`config.mk`:
```
export PLATFORM = sky130hd
export DESIGN_NAME = time_counter
export DESIGN_NICKNAME = d
export VERILOG_FILES = /design/src/rtl/time_counter.sv
export SDC_FILE = /design/constraint.sdc
export NUM_CORES = 1
export LEC_CHECK = 0
export BUFFER_PORTS_ARGS = -buffer_cell sky130_fd_sc_hd__buf_2
export CAP_MARGIN = 20
export CORE_MARGIN = 2
export CORE_UTILIZATION = 45
export CTS_CLUSTER_SIZE = 20
export DETAILED_ROUTE_END_ITERATION = 10
export PLACE_DENSITY = 0.69
export REMOVE_ABC_BUFFERS = 1
export SYNTH_ARGS = -nofsm -noshare
export SYNTH_HDL_FRONTEND = slang
export SYNTH_SLANG_ARGS = --single-unit
```
`constraint.sdc`:
```
create_clock -name clock -period 2.3 [get_ports clock]
set_clock_uncertainty 0.05 [all_clocks]
set_input_delay 0.115 -clock clock [delete_from_list [all_inputs] [get_ports clock]]
set_output_delay 0.115 -clock clock [all_outputs]
set_load 0.005 [all_outputs]
```
`src/rtl/time_counter.sv`:
```
// Stopwatch time base: divides the clock down to a one-second tick and keeps a
// binary minutes:seconds count that wraps from 59:59 to 00:00.
module time_counter #(
  parameter int unsigned TICKS_PER_SECOND = 50_000_000
) (
  input  logic       clock,
  input  logic       reset,
  input  logic       hold_clock,
  output logic [5:0] minutes,
  output logic [5:0] seconds
);

  localparam int unsigned PW = (TICKS_PER_SECOND > 1) ? $clog2(TICKS_PER_SECOND) : 1;
  localparam logic [PW-1:0] PMax = PW'(TICKS_PER_SECOND - 1);

  logic [PW-1:0] p_q, p_d;
  logic [5:0]    sec_q, sec_d;
  logic [5:0]    min_q, min_d;
  logic          tick;

  always_comb begin
    p_d   = p_q;
    sec_d = sec_q;
    min_d = min_q;
    tick  = 1'b0;
    // Holding freezes the prescaler too, so the partial second survives.
    if (!hold_clock) begin
      if (p_q == PMax) begin
        p_d  = '0;
        tick = 1'b1;
      end else begin
        p_d = p_q + PW'(1);
      end
    end
    if (tick) begin
      if (sec_q == 6'd59) begin
        sec_d = 6'd0;
        min_d = (min_q == 6'd59) ? 6'd0 : min_q + 6'd1;
      end else begin
        sec_d = sec_q + 6'd1;
      end
    end
  end

  always_ff @(posedge clock or negedge reset) begin
    if (!reset) begin
      p_q   <= '0;
      sec_q <= 6'd0;
      min_q <= 6'd0;
    end else begin
      p_q   <= p_d;
      sec_q <= sec_d;
      min_q <= min_d;
    end
  end

  assign minutes = min_q;
  assign seconds = sec_q;

endmodule

```
==> flow_summary.html, run 1 <==
<table>
<tr><th>Metric</th><th>Value</th></tr>
<tr><th colspan="2">Run status</th></tr>
<tr><td>Run status</td><td>completed</td></tr>
<tr><th colspan="2">Die</th></tr>
<tr><td>Standard cell core area</td><td>4630 um^2</td></tr>
<tr><td>Rows</td><td>25</td></tr>
<tr><td>Die outline area</td><td>5300 um^2</td></tr>
<tr><td>Die X-Extent</td><td>72.8 um</td></tr>
<tr><td>Top-Level Pins</td><td>15</td></tr>
<tr><td>Initial core utilization</td><td>46.0%</td></tr>
<tr><td>Die extent in y</td><td>72.8 um</td></tr>
<tr><th colspan="2">Clock tree</th></tr>
<tr><td>Latest clock arrival within the worst-skew pair</td><td>290 ps</td></tr>
<tr><td>CTS Root Cell</td><td>clkbuf_8</td></tr>
<tr><td>Clk buf depth</td><td>2</td></tr>
<tr><td>TritonCTS clock tree</td><td>built</td></tr>
<tr><td>Number of buffers added by the clock tree synthesis step</td><td>5</td></tr>
<tr><td>Post-CTS setup-driven buffer insertion count</td><td>0</td></tr>
<tr><td>Htree depth</td><td>2</td></tr>
<tr><td>Register clock-pin slew on the reported worst setup and hold paths</td><td>80 ps</td></tr>
<tr><td>Clk sinks</td><td>38</td></tr>
<tr><th colspan="2">Finish</th></tr>
<tr><td>Fin util</td><td>51.3%</td></tr>
<tr><td>Post-synthesis to final-layout area growth</td><td>11.4%</td></tr>
<tr><td>Number of antenna cells inserted</td><td>0</td></tr>
<tr><td>Filler Cell Count</td><td>443</td></tr>
<tr><td>Highest-count cells in the layout ignoring fill and taps</td><td>dfrtp_1, o31ai_1, nand2_1</td></tr>
<tr><td>Most common cell after layout, fill and taps aside</td><td>dfrtp_1</td></tr>
<tr><td>Post-layout nets</td><td>247</td></tr>
<tr><td>Fraction of layout instances using a drive strength above 1</td><td>15.8%</td></tr>
<tr><td>Post-route standard cell area excluding fillers</td><td>2370 um^2</td></tr>
<tr><th colspan="2">Global route</th></tr>
<tr><td>Overflow after GRT</td><td>0</td></tr>
<tr><td>First-pass GRT wire length</td><td>7.64 mm</td></tr>
<tr><td>Via count of the first global-routing pass</td><td>1642</td></tr>
<tr><td>Maximum number of pins on one net before global-route repair</td><td>39</td></tr>
<tr><td>Antenna violations before repair</td><td>0</td></tr>
<tr><td>Total global routing track utilization</td><td>18.8%</td></tr>
<tr><th colspan="2">Power and ir drop</th></tr>
<tr><td>Static power due to leakage</td><td>0.00101 uW</td></tr>
<tr><td>Design Power</td><td>1460 uW</td></tr>
<tr><td>Power per cell area</td><td>617 nW/um^2</td></tr>
<tr><td>Max VDD drop</td><td>406 uV</td></tr>
<tr><th colspan="2">Worst setup path</th></tr>
<tr><td>Reg-to-reg critical path endpoint</td><td>p_q[25]</td></tr>
<tr><td>Critical path startpoint category</td><td>flip-flop</td></tr>
<tr><td>Flop-to-flop setup slack</td><td>140 ps</td></tr>
<tr><td>Cell occurring most often along the worst timing path</td><td>or4_1</td></tr>
<tr><td>Cells traversed along the worst timing path</td><td>nand4_2, or4_1, or4_1, a21oi_1</td></tr>
<tr><td>CP endpoint kind</td><td>flip-flop</td></tr>
<tr><td>Reg2reg path depth</td><td>4</td></tr>
<tr><td>CP Launch Point</td><td>p_q[8]</td></tr>
<tr><td>Max stage delay on crit path</td><td>700 ps</td></tr>
<tr><td>Critical path type</td><td>flip-flop to flip-flop</td></tr>
<tr><td>Worst flop-to-flop path startpoint</td><td>p_q[8]</td></tr>
<tr><td>Worst endpoint data arrival time</td><td>2330 ps</td></tr>
<tr><td>Worst endpoint required time</td><td>2470 ps</td></tr>
<tr><td>Library cell contributing the largest single delay on the critical path</td><td>or4_1</td></tr>
<tr><td>Worst-path fanout max</td><td>10</td></tr>
<tr><td>Critical path destination</td><td>p_q[25]</td></tr>
<tr><th colspan="2">STA</th></tr>
<tr><td>Worst Max-Slew Pin Slew</td><td>847 ps</td></tr>
<tr><td>Final setup TNS</td><td>0 ps</td></tr>
<tr><td>Max-slew violation total from the final report</td><td>0</td></tr>
<tr><td>Period utilization</td><td>93.8%</td></tr>
<tr><td>Shortest period the worst path allows</td><td>2160 ps</td></tr>
<tr><td>Setup repair after global routing missed its margin</td><td>false</td></tr>
<tr><td>WHS</td><td>132 ps</td></tr>
<tr><td>Maximum clock rate</td><td>463 MHz</td></tr>
<tr><td>Number of hold violations in the final report</td><td>0</td></tr>
<tr><td>Setup-failing EPs final</td><td>0</td></tr>
<tr><td>Worst slew margin relative to its limit</td><td>43.5%</td></tr>
<tr><th colspan="2">Yosys</th></tr>
<tr><td>Proportion of synthesized chip area in sequential cells</td><td>44.6%</td></tr>
<tr><td>Number of instances in the synthesized netlist</td><td>223</td></tr>
<tr><td>Synth Warn #</td><td>0</td></tr>
<tr><td>Leading cell types by total area after synthesis</td><td>dfrtp_1, o31ai_1, nand3_1</td></tr>
<tr><td>Area of the mapped netlist</td><td>2130 um^2</td></tr>
<tr><td>Post-synth cell types</td><td>39</td></tr>
<tr><td>Average footprint of a synthesized cell</td><td>9.56 um^2</td></tr>
<tr><td>Flip-flop and latch count after synthesis</td><td>38</td></tr>
<tr><td>Most area-hungry cell type in the Yosys netlist</td><td>dfrtp_1</td></tr>
<tr><td>Synth top area share</td><td>44.6%</td></tr>
<tr><th colspan="2">Job</th></tr>
<tr><td>Max Cap Violations</td><td>0</td></tr>
<tr><th colspan="2">Route</th></tr>
<tr><td>DRC viols</td><td>0</td></tr>
<tr><td>Routed WL</td><td>4.51 mm</td></tr>
<tr><td>Routed length per instance</td><td>15.3 um</td></tr>
<tr><td>Antenna-violating nets left</td><td>0</td></tr>
<tr><td>Number of vias in the routed layout</td><td>1757</td></tr>
<tr><td>1st-pass router iterations</td><td>4</td></tr>
<tr><td>Starting DRT DRC Count</td><td>91</td></tr>
<tr><td>Via-to-Cell Ratio</td><td>5.96</td></tr>
<tr><th colspan="2">Worst hold path</th></tr>
<tr><td>Worst min-delay path category</td><td>primary input to flip-flop</td></tr>
<tr><td>Hold path startpoint</td><td>hold_clock</td></tr>
<tr><th colspan="2">Place</th></tr>
<tr><td>Number of input and output port buffers inserted</td><td>14</td></tr>
<tr><td>Detailed Place HPWL</td><td>3.14 mm</td></tr>
<tr><td>Last weighted congestion value of the routability-driven placer</td><td>0.867</td></tr>
<tr><td>Post-detailed-placement cell area</td><td>2270 um^2</td></tr>
</table>
-- state kept, by name (all words and copies together), names as in the netlist --
register	cells
minutes	6
seconds	6
p_q	26
-- per-layer routing --
metal	share of wire [%]	global-route usage (%)	routed length (um)	up-vias
met5	0	0	0	-
met4	1.4	6.38	64	0
met3	3.7	5.11	165	6
met2	47	30.0	2100	33
met1	48	24.8	2180	846
li1	-	-	-	872
-- critical path, delay by kind of cell (launching register included) --
| kind | cells | cell delay (ps) |
|---|---|---|
| flip-flops | 1 | 470 |
| AND/OR/NAND/NOR | 3 | 1410 |
| AO/OA/AOI/OAI | 1 | 160 |
-- synthesized netlist by cell type (all sizes together) --
| library cell | instances |
|---|---|
| nand3b | 3 |
| mux2 | 6 |
| buf | 3 |
| or4 | 9 |
| o211a | 1 |
| and4 | 2 |
| ha | 4 |
| nor4 | 4 |
| o41ai | 3 |
| nand2 | 16 |
| nand2b | 1 |
| nand3 | 15 |
| a21oi | 10 |
| o31ai | 17 |
| nor3 | 8 |
| a31oi | 4 |
| nor4b | 3 |
| inv | 10 |
| xor2 | 5 |
| o21ai | 4 |
| o211ai | 3 |
| or2 | 4 |
| or3 | 4 |
| nor3b | 1 |
| nor2b | 2 |
| clkbuf | 7 |
| nand4 | 6 |
| nor2 | 11 |
| nand4b | 3 |
| and4b | 2 |
| xnor2 | 7 |
| and3b | 1 |
| a21boi | 1 |
| dfrtp | 38 |
| o22a | 1 |
| and3 | 4 |
-- timing repair --
action,4_1_cts,5_1_grt
endpoints found under the setup margin,0,2
endpoints found under the hold margin,38,0
hold buffers,1,0
resized for setup,0,1
-- layout make-up --
type | count | area (um^2) | share of cell area, %
Clock buffer | 7 | 86.3 | 3.64
Clock inverter | 1 | 5.00 | 0.211
Inverter | 10 | 37.5 | 1.58
Multi-Input combinational cell | 165 | 1110 | 46.7
Sequential cell | 38 | 951 | 40.1
Tap cell | 54 | 67.6 | 2.85
Timing Repair Buffer | 20 | 118 | 4.96
-- stage by stage --
stage / instances / setup WS [ps]
5_1_grt: 295 / 4.93
2_1_floorplan: 213 / -233
6_report: 295 / 142
4_1_cts: 295 / 136
3_3_place_gp: 286 / 218
3_5_place_dp: 286 / 160
-- logic make-up after synthesis --
group                    share of synthesized area, %
flip-flops                                       44.6
buffers and inverters                            3.64
adder cells (fa/ha/maj)                          2.35
multiplexers                                     3.17
AND/OR/NAND/NOR                                  27.3
XOR/XNOR                                         4.93
AO/OA/AOI/OAI                                    14.0
-- power breakdown --
group	internal [uW]	leakage (uW)	switching [uW]
logic	76.9	0.000459	89.9
registers	721	0.000500	97.0
clock network	242	0.0000482	238
total	1040	0.00101	424
-- worst min-delay path by stage --
stage                            end  slack (ps)  cells after the start
after floorplan           minutes[0]        -230                      0
after global placement    seconds[5]         230                      1
after detailed placement  seconds[5]         230                      1
after CTS                     p_q[1]         130                      2
after global routing          p_q[1]         150                      2
final                         p_q[1]         130                      2
Power figures use the tool's default switching activity.
==> run 2: changes to the inputs <==
--- a/config.mk
+++ b/config.mk
@@ -5,6 +5,7 @@
 export SDC_FILE = /design/constraint.sdc
 export NUM_CORES = 1
 export LEC_CHECK = 0
+export ABC_AREA = 1
 export BUFFER_PORTS_ARGS = -buffer_cell sky130_fd_sc_hd__buf_2
 export CAP_MARGIN = 20
 export CORE_MARGIN = 2
==> run 2 against run 1 <==
Worst setup slack improved by 500 ps. Synthesized cell count increased by 55%. Non-clock buffer count decreased by 4. Die area increased by 17%. Combinational power increased by 37%. Register-to-register slack improved by 500 ps. Area after synthesis increased by 18%. Highest routed layer unchanged.
==> flow_summary.html, run 2 <==
<table>
<tr><th>Metric</th><th>Value</th></tr>
<tr><th colspan="2">Run status</th></tr>
<tr><td>Run status</td><td>completed (unchanged)</td></tr>
<tr><th colspan="2">Place</th></tr>
<tr><td>Post-place setup slack</td><td>660 ps (was 160 ps)</td></tr>
<tr><td>Number of input and output port buffers inserted</td><td>14 (unchanged)</td></tr>
<tr><td>Detailed Place HPWL</td><td>3.97 mm (was 3.14 mm)</td></tr>
<tr><td>Post-detailed-placement cell area</td><td>2650 um^2 (was 2270 um^2)</td></tr>
<tr><td>Last weighted congestion value of the routability-driven placer</td><td>0.882 (was 0.867)</td></tr>
<tr><td>Post-placement cell count</td><td>428 (was 286)</td></tr>
<tr><th colspan="2">Yosys</th></tr>
<tr><td>Most instantiated library cell after synthesis</td><td>nand2_1 (was dfrtp_1)</td></tr>
<tr><td>Number of enable flip-flop cells after synthesis</td><td>0 (unchanged)</td></tr>
<tr><td>Average footprint of a synthesized cell</td><td>7.31 um^2 (was 9.56 um^2)</td></tr>
<tr><td>Proportion of synthesized flip-flops having asynchronous set or reset</td><td>100% (unchanged)</td></tr>
<tr><td>Flip-flop and latch count after synthesis</td><td>38 (unchanged)</td></tr>
<tr><td>Post-synth cell types</td><td>33 (was 39)</td></tr>
<tr><td>Area of the mapped netlist</td><td>2520 um^2 (was 2130 um^2)</td></tr>
<tr><td>Dominant synthesized flop cell</td><td>dfrtp_1 (unchanged)</td></tr>
<tr><td>Most area-hungry cell type in the Yosys netlist</td><td>dfrtp_1 (unchanged)</td></tr>
<tr><td>Synth top area share</td><td>37.7% (was 44.6%)</td></tr>
<tr><td>Proportion of synthesized chip area in sequential cells</td><td>37.7% (was 44.6%)</td></tr>
<tr><td>Commonest cells in the synthesized netlist</td><td>nand2_1, nor2_1, inv_1, dfrtp_1, nand3_1 (was dfrtp_1, o31ai_1, nand2_1, nand3_1, nor2_1)</td></tr>
<tr><td>Number of instances in the synthesized netlist</td><td>345 (was 223)</td></tr>
<tr><td>Synth Warn #</td><td>0 (unchanged)</td></tr>
<tr><td>Leading cell types by total area after synthesis</td><td>dfrtp_1, nand2_1, nor2_1 (was dfrtp_1, o31ai_1, nand3_1)</td></tr>
<tr><th colspan="2">Worst setup path</th></tr>
<tr><td>Critical path startpoint category</td><td>flip-flop (unchanged)</td></tr>
<tr><td>Worst endpoint required time</td><td>2450 ps (was 2470 ps)</td></tr>
<tr><td>Worst flop-to-flop path startpoint</td><td>seconds[0] (was p_q[8])</td></tr>
<tr><td>Reg-to-reg critical path endpoint</td><td>seconds[2] (was p_q[25])</td></tr>
<tr><td>Flop-to-flop setup slack</td><td>640 ps (was 140 ps)</td></tr>
<tr><td>Worst endpoint data arrival time</td><td>1800 ps (was 2330 ps)</td></tr>
<tr><td>Worst-path fanout max</td><td>9 (was 10)</td></tr>
<tr><td>CP endpoint kind</td><td>flip-flop (unchanged)</td></tr>
<tr><td>Critical path type</td><td>flip-flop to flip-flop (unchanged)</td></tr>
<tr><td>Reg2reg path depth</td><td>6 (was 4)</td></tr>
<tr><th colspan="2">Global route</th></tr>
<tr><td>Total global routing track utilization</td><td>19.6% (was 18.8%)</td></tr>
<tr><td>Global routing met2 resource utilization</td><td>34.8% (was 30.0%)</td></tr>
<tr><td>Top Usage Layer GRT</td><td>met2 (unchanged)</td></tr>
<tr><td>Maximum number of pins on one net before global-route repair</td><td>39 (unchanged)</td></tr>
<tr><td>Global routing met3 resource utilization</td><td>3.86% (was 5.11%)</td></tr>
<tr><td>First-pass GRT wire length</td><td>9.67 mm (was 7.64 mm)</td></tr>
<tr><td>Overflow after GRT</td><td>0 (unchanged)</td></tr>
<tr><td>Antenna violations before repair</td><td>0 (unchanged)</td></tr>
<tr><td>Via count of the first global-routing pass</td><td>2130 (was 1642)</td></tr>
<tr><td>Fraction of met1 tracks used by global routing</td><td>24.0% (was 24.8%)</td></tr>
<tr><th colspan="2">Die</th></tr>
<tr><td>Standard cell core area</td><td>5470 um^2 (was 4630 um^2)</td></tr>
<tr><td>Rows</td><td>27 (was 25)</td></tr>
<tr><td>Die X-Extent</td><td>78.9 um (was 72.8 um)</td></tr>
<tr><td>Top-Level Pins</td><td>15 (unchanged)</td></tr>
<tr><td>Die outline area</td><td>6220 um^2 (was 5300 um^2)</td></tr>
<tr><td>Die extent in y</td><td>78.9 um (was 72.8 um)</td></tr>
<tr><td>Initial core utilization</td><td>46.1% (was 46.0%)</td></tr>
<tr><th colspan="2">Power and ir drop</th></tr>
<tr><td>Share of total power in combinational logic</td><td>13.0% (was 11.4%)</td></tr>
<tr><td>Max VDD drop</td><td>482 uV (was 406 uV)</td></tr>
<tr><td>Total internal power</td><td>1240 uW (was 1040 uW)</td></tr>
<tr><td>Portion of total power attributed to the clock network</td><td>40.4% (was 32.7%)</td></tr>
<tr><td>Power per cell area</td><td>624 nW/um^2 (was 617 nW/um^2)</td></tr>
<tr><td>Static power due to leakage</td><td>0.00145 uW (was 0.00101 uW)</td></tr>
<tr><td>Fraction of power consumed by sequential logic</td><td>46.6% (was 55.9%)</td></tr>
<tr><td>Net switching component of the power</td><td>501 uW (was 424 uW)</td></tr>
<tr><td>Switching Fraction</td><td>28.7% (was 29.0%)</td></tr>
<tr><th colspan="2">STA</th></tr>
<tr><td>Period utilization</td><td>72.0% (was 93.8%)</td></tr>
<tr><td>Maximum clock rate</td><td>604 MHz (was 463 MHz)</td></tr>
<tr><td>Worst Max-Slew Pin Slew</td><td>875 ps (was 847 ps)</td></tr>
<tr><td>Worst setup slack after layout</td><td>645 ps (was 142 ps)</td></tr>
<tr><td>Max-slew violation total from the final report</td><td>0 (unchanged)</td></tr>
<tr><td>Worst slew margin relative to its limit</td><td>41.7% (was 43.5%)</td></tr>
<tr><td>Shortest period the worst path allows</td><td>1660 ps (was 2160 ps)</td></tr>
<tr><td>Setup repair after global routing missed its margin</td><td>false (unchanged)</td></tr>
<tr><td>Setup-failing EPs final</td><td>0 (unchanged)</td></tr>
<tr><td>Final setup TNS</td><td>0 ps (unchanged)</td></tr>
<tr><td>Number of hold violations in the final report</td><td>0 (unchanged)</td></tr>
<tr><th colspan="2">Finish</th></tr>
<tr><td>Post-layout nets</td><td>371 (was 247)</td></tr>
<tr><td>Number of antenna cells inserted</td><td>0 (unchanged)</td></tr>
<tr><td>Storage element area</td><td>951 um^2 (unchanged)</td></tr>
<tr><td>Highest-count cells in the layout ignoring fill and taps</td><td>nand2_1, nor2_1, inv_1 (was dfrtp_1, o31ai_1, nand2_1)</td></tr>
<tr><td>Multi-input gate area</td><td>1360 um^2 (was 1110 um^2)</td></tr>
<tr><td>Post-route standard cell area excluding fillers</td><td>2800 um^2 (was 2370 um^2)</td></tr>
<tr><td>Post-synthesis to final-layout area growth</td><td>11.0% (was 11.4%)</td></tr>
<tr><td>Top reg by flops</td><td>p_q (unchanged)</td></tr>
<tr><td>Filler Cell Count</td><td>530 (was 443)</td></tr>
<tr><td>Fraction of layout instances using a drive strength above 1</td><td>17.5% (was 15.8%)</td></tr>
<tr><td>Post-route non-filler standard cell count</td><td>437 (was 295)</td></tr>
<tr><td>Most common cell after layout, fill and taps aside</td><td>nand2_1 (was dfrtp_1)</td></tr>
<tr><td>Flip-flop count of the largest register after layout</td><td>26 (unchanged)</td></tr>
<tr><th colspan="2">Route</th></tr>
<tr><td>DRC viols</td><td>0 (unchanged)</td></tr>
<tr><td>Routed length per instance</td><td>12.5 um (was 15.3 um)</td></tr>
<tr><td>Antenna-violating nets left</td><td>0 (unchanged)</td></tr>
<tr><td>Starting DRT DRC Count</td><td>96 (was 91)</td></tr>
<tr><td>Via-to-Cell Ratio</td><td>4.99 (was 5.96)</td></tr>
<tr><td>Number of vias in the routed layout</td><td>2179 (was 1757)</td></tr>
<tr><td>1st-pass router iterations</td><td>4 (unchanged)</td></tr>
<tr><td>Routed WL</td><td>5.44 mm (was 4.51 mm)</td></tr>
<tr><th colspan="2">Clock tree</th></tr>
<tr><td>Latest clock arrival within the worst-skew pair</td><td>310 ps (was 290 ps)</td></tr>
<tr><td>Hold buffer count at cts</td><td>1 (unchanged)</td></tr>
<tr><td>Quantity of gates resized following cts</td><td>0 (unchanged)</td></tr>
<tr><td>CTS Root Cell</td><td>clkbuf_8 (unchanged)</td></tr>
<tr><td>Clk buf depth</td><td>2 (unchanged)</td></tr>
<tr><td>Post-CTS setup-driven buffer insertion count</td><td>0 (unchanged)</td></tr>
<tr><td>Register clock-pin slew on the reported worst setup and hold paths</td><td>90 ps (was 80 ps)</td></tr>
<tr><td>Htree depth</td><td>2 (unchanged)</td></tr>
<tr><td>Number of buffers added by the clock tree synthesis step</td><td>5 (unchanged)</td></tr>
<tr><td>TritonCTS clock tree</td><td>built (unchanged)</td></tr>
<tr><td>Clk sinks</td><td>38 (unchanged)</td></tr>
<tr><th colspan="2">Worst hold path</th></tr>
<tr><td>Hold path startpoint</td><td>hold_clock (unchanged)</td></tr>
<tr><td>Endpoint of the worst hold-timing path</td><td>p_q[1] (unchanged)</td></tr>
<tr><td>Hold-critical path depth</td><td>3 (was 2)</td></tr>
<tr><td>Worst min-delay path category</td><td>primary input to flip-flop (unchanged)</td></tr>
<tr><th colspan="2">Job</th></tr>
<tr><td>Max Cap Violations</td><td>0 (unchanged)</td></tr>
</table>
## run 2: power groups by stage
stage | sequential (uW) | combinational (uW) | clock (uW)
detailed placement | 823 | 231 | 0
floorplan | 802 | 180 | 0
finish | 814 | 228 | 704
global route | 827 | 265 | 733
CTS | 812 | 232 | 716
global placement | 824 | 220 | 0
## run 2: area by class of cell
type,instances,share of cell area [%]
Clock buffer,5,2.46
Tap cell,72,3.22
Multi-Input combinational cell,256,48.4
Sequential cell,38,34.0
Inverter,47,6.31
Timing Repair Buffer,16,3.13
Clock inverter,3,2.46
## run 2: kinds of logic after synthesis
logic type | count (synthesis) | share of synthesized area [%]
buffers and inverters | 51 | 8.54
AND/OR/NAND/NOR | 228 | 45.7
adder cells (fa/ha/maj) | 4 | 1.99
flip-flops | 38 | 37.7
XOR/XNOR | 6 | 2.08
AO/OA/AOI/OAI | 18 | 4.02
## run 2: worst max-delay path by stage
stage	endpoint	cells past startpoint	slack (ps)	from
after CTS	seconds[2]	6	640	seconds[0]
after global routing	seconds[2]	6	470	seconds[0]
after detailed placement	seconds[2]	6	660	seconds[0]
final	seconds[2]	6	640	seconds[0]
after floorplan	p_q[7]	6	840	p_q[1]
after global placement	seconds[2]	6	690	seconds[0]
## run 2: per-stage QoR
stage / hold WS [ps] / util [%] / power (uW)
5_1_grt: 120 / 51.1 / 1830
6_report: 107 / 51.1 / 1750
4_1_cts: 107 / 51.1 / 1760
3_3_place_gp: 220 / 48.4 / 1040
3_5_place_dp: 233 / 48.4 / 1050
2_1_floorplan: -231 / - / 983
## run 2: worst max-delay path: stages (launching register included)
cell,delay [ps]
dfrtp_1,430
ha_1,210
nand2_1,130
nor3_4,350
inv_1,160
o21ai_0,140
o21ai_2,90
## run 2: layer usage
metal	part of all wire (%)	vias up	wire length, um
li1	-	1129	-
met2	47	30	2580
met3	3.1	8	171
met1	48	1012	2620
met5	0	-	0
met4	1.4	0	75
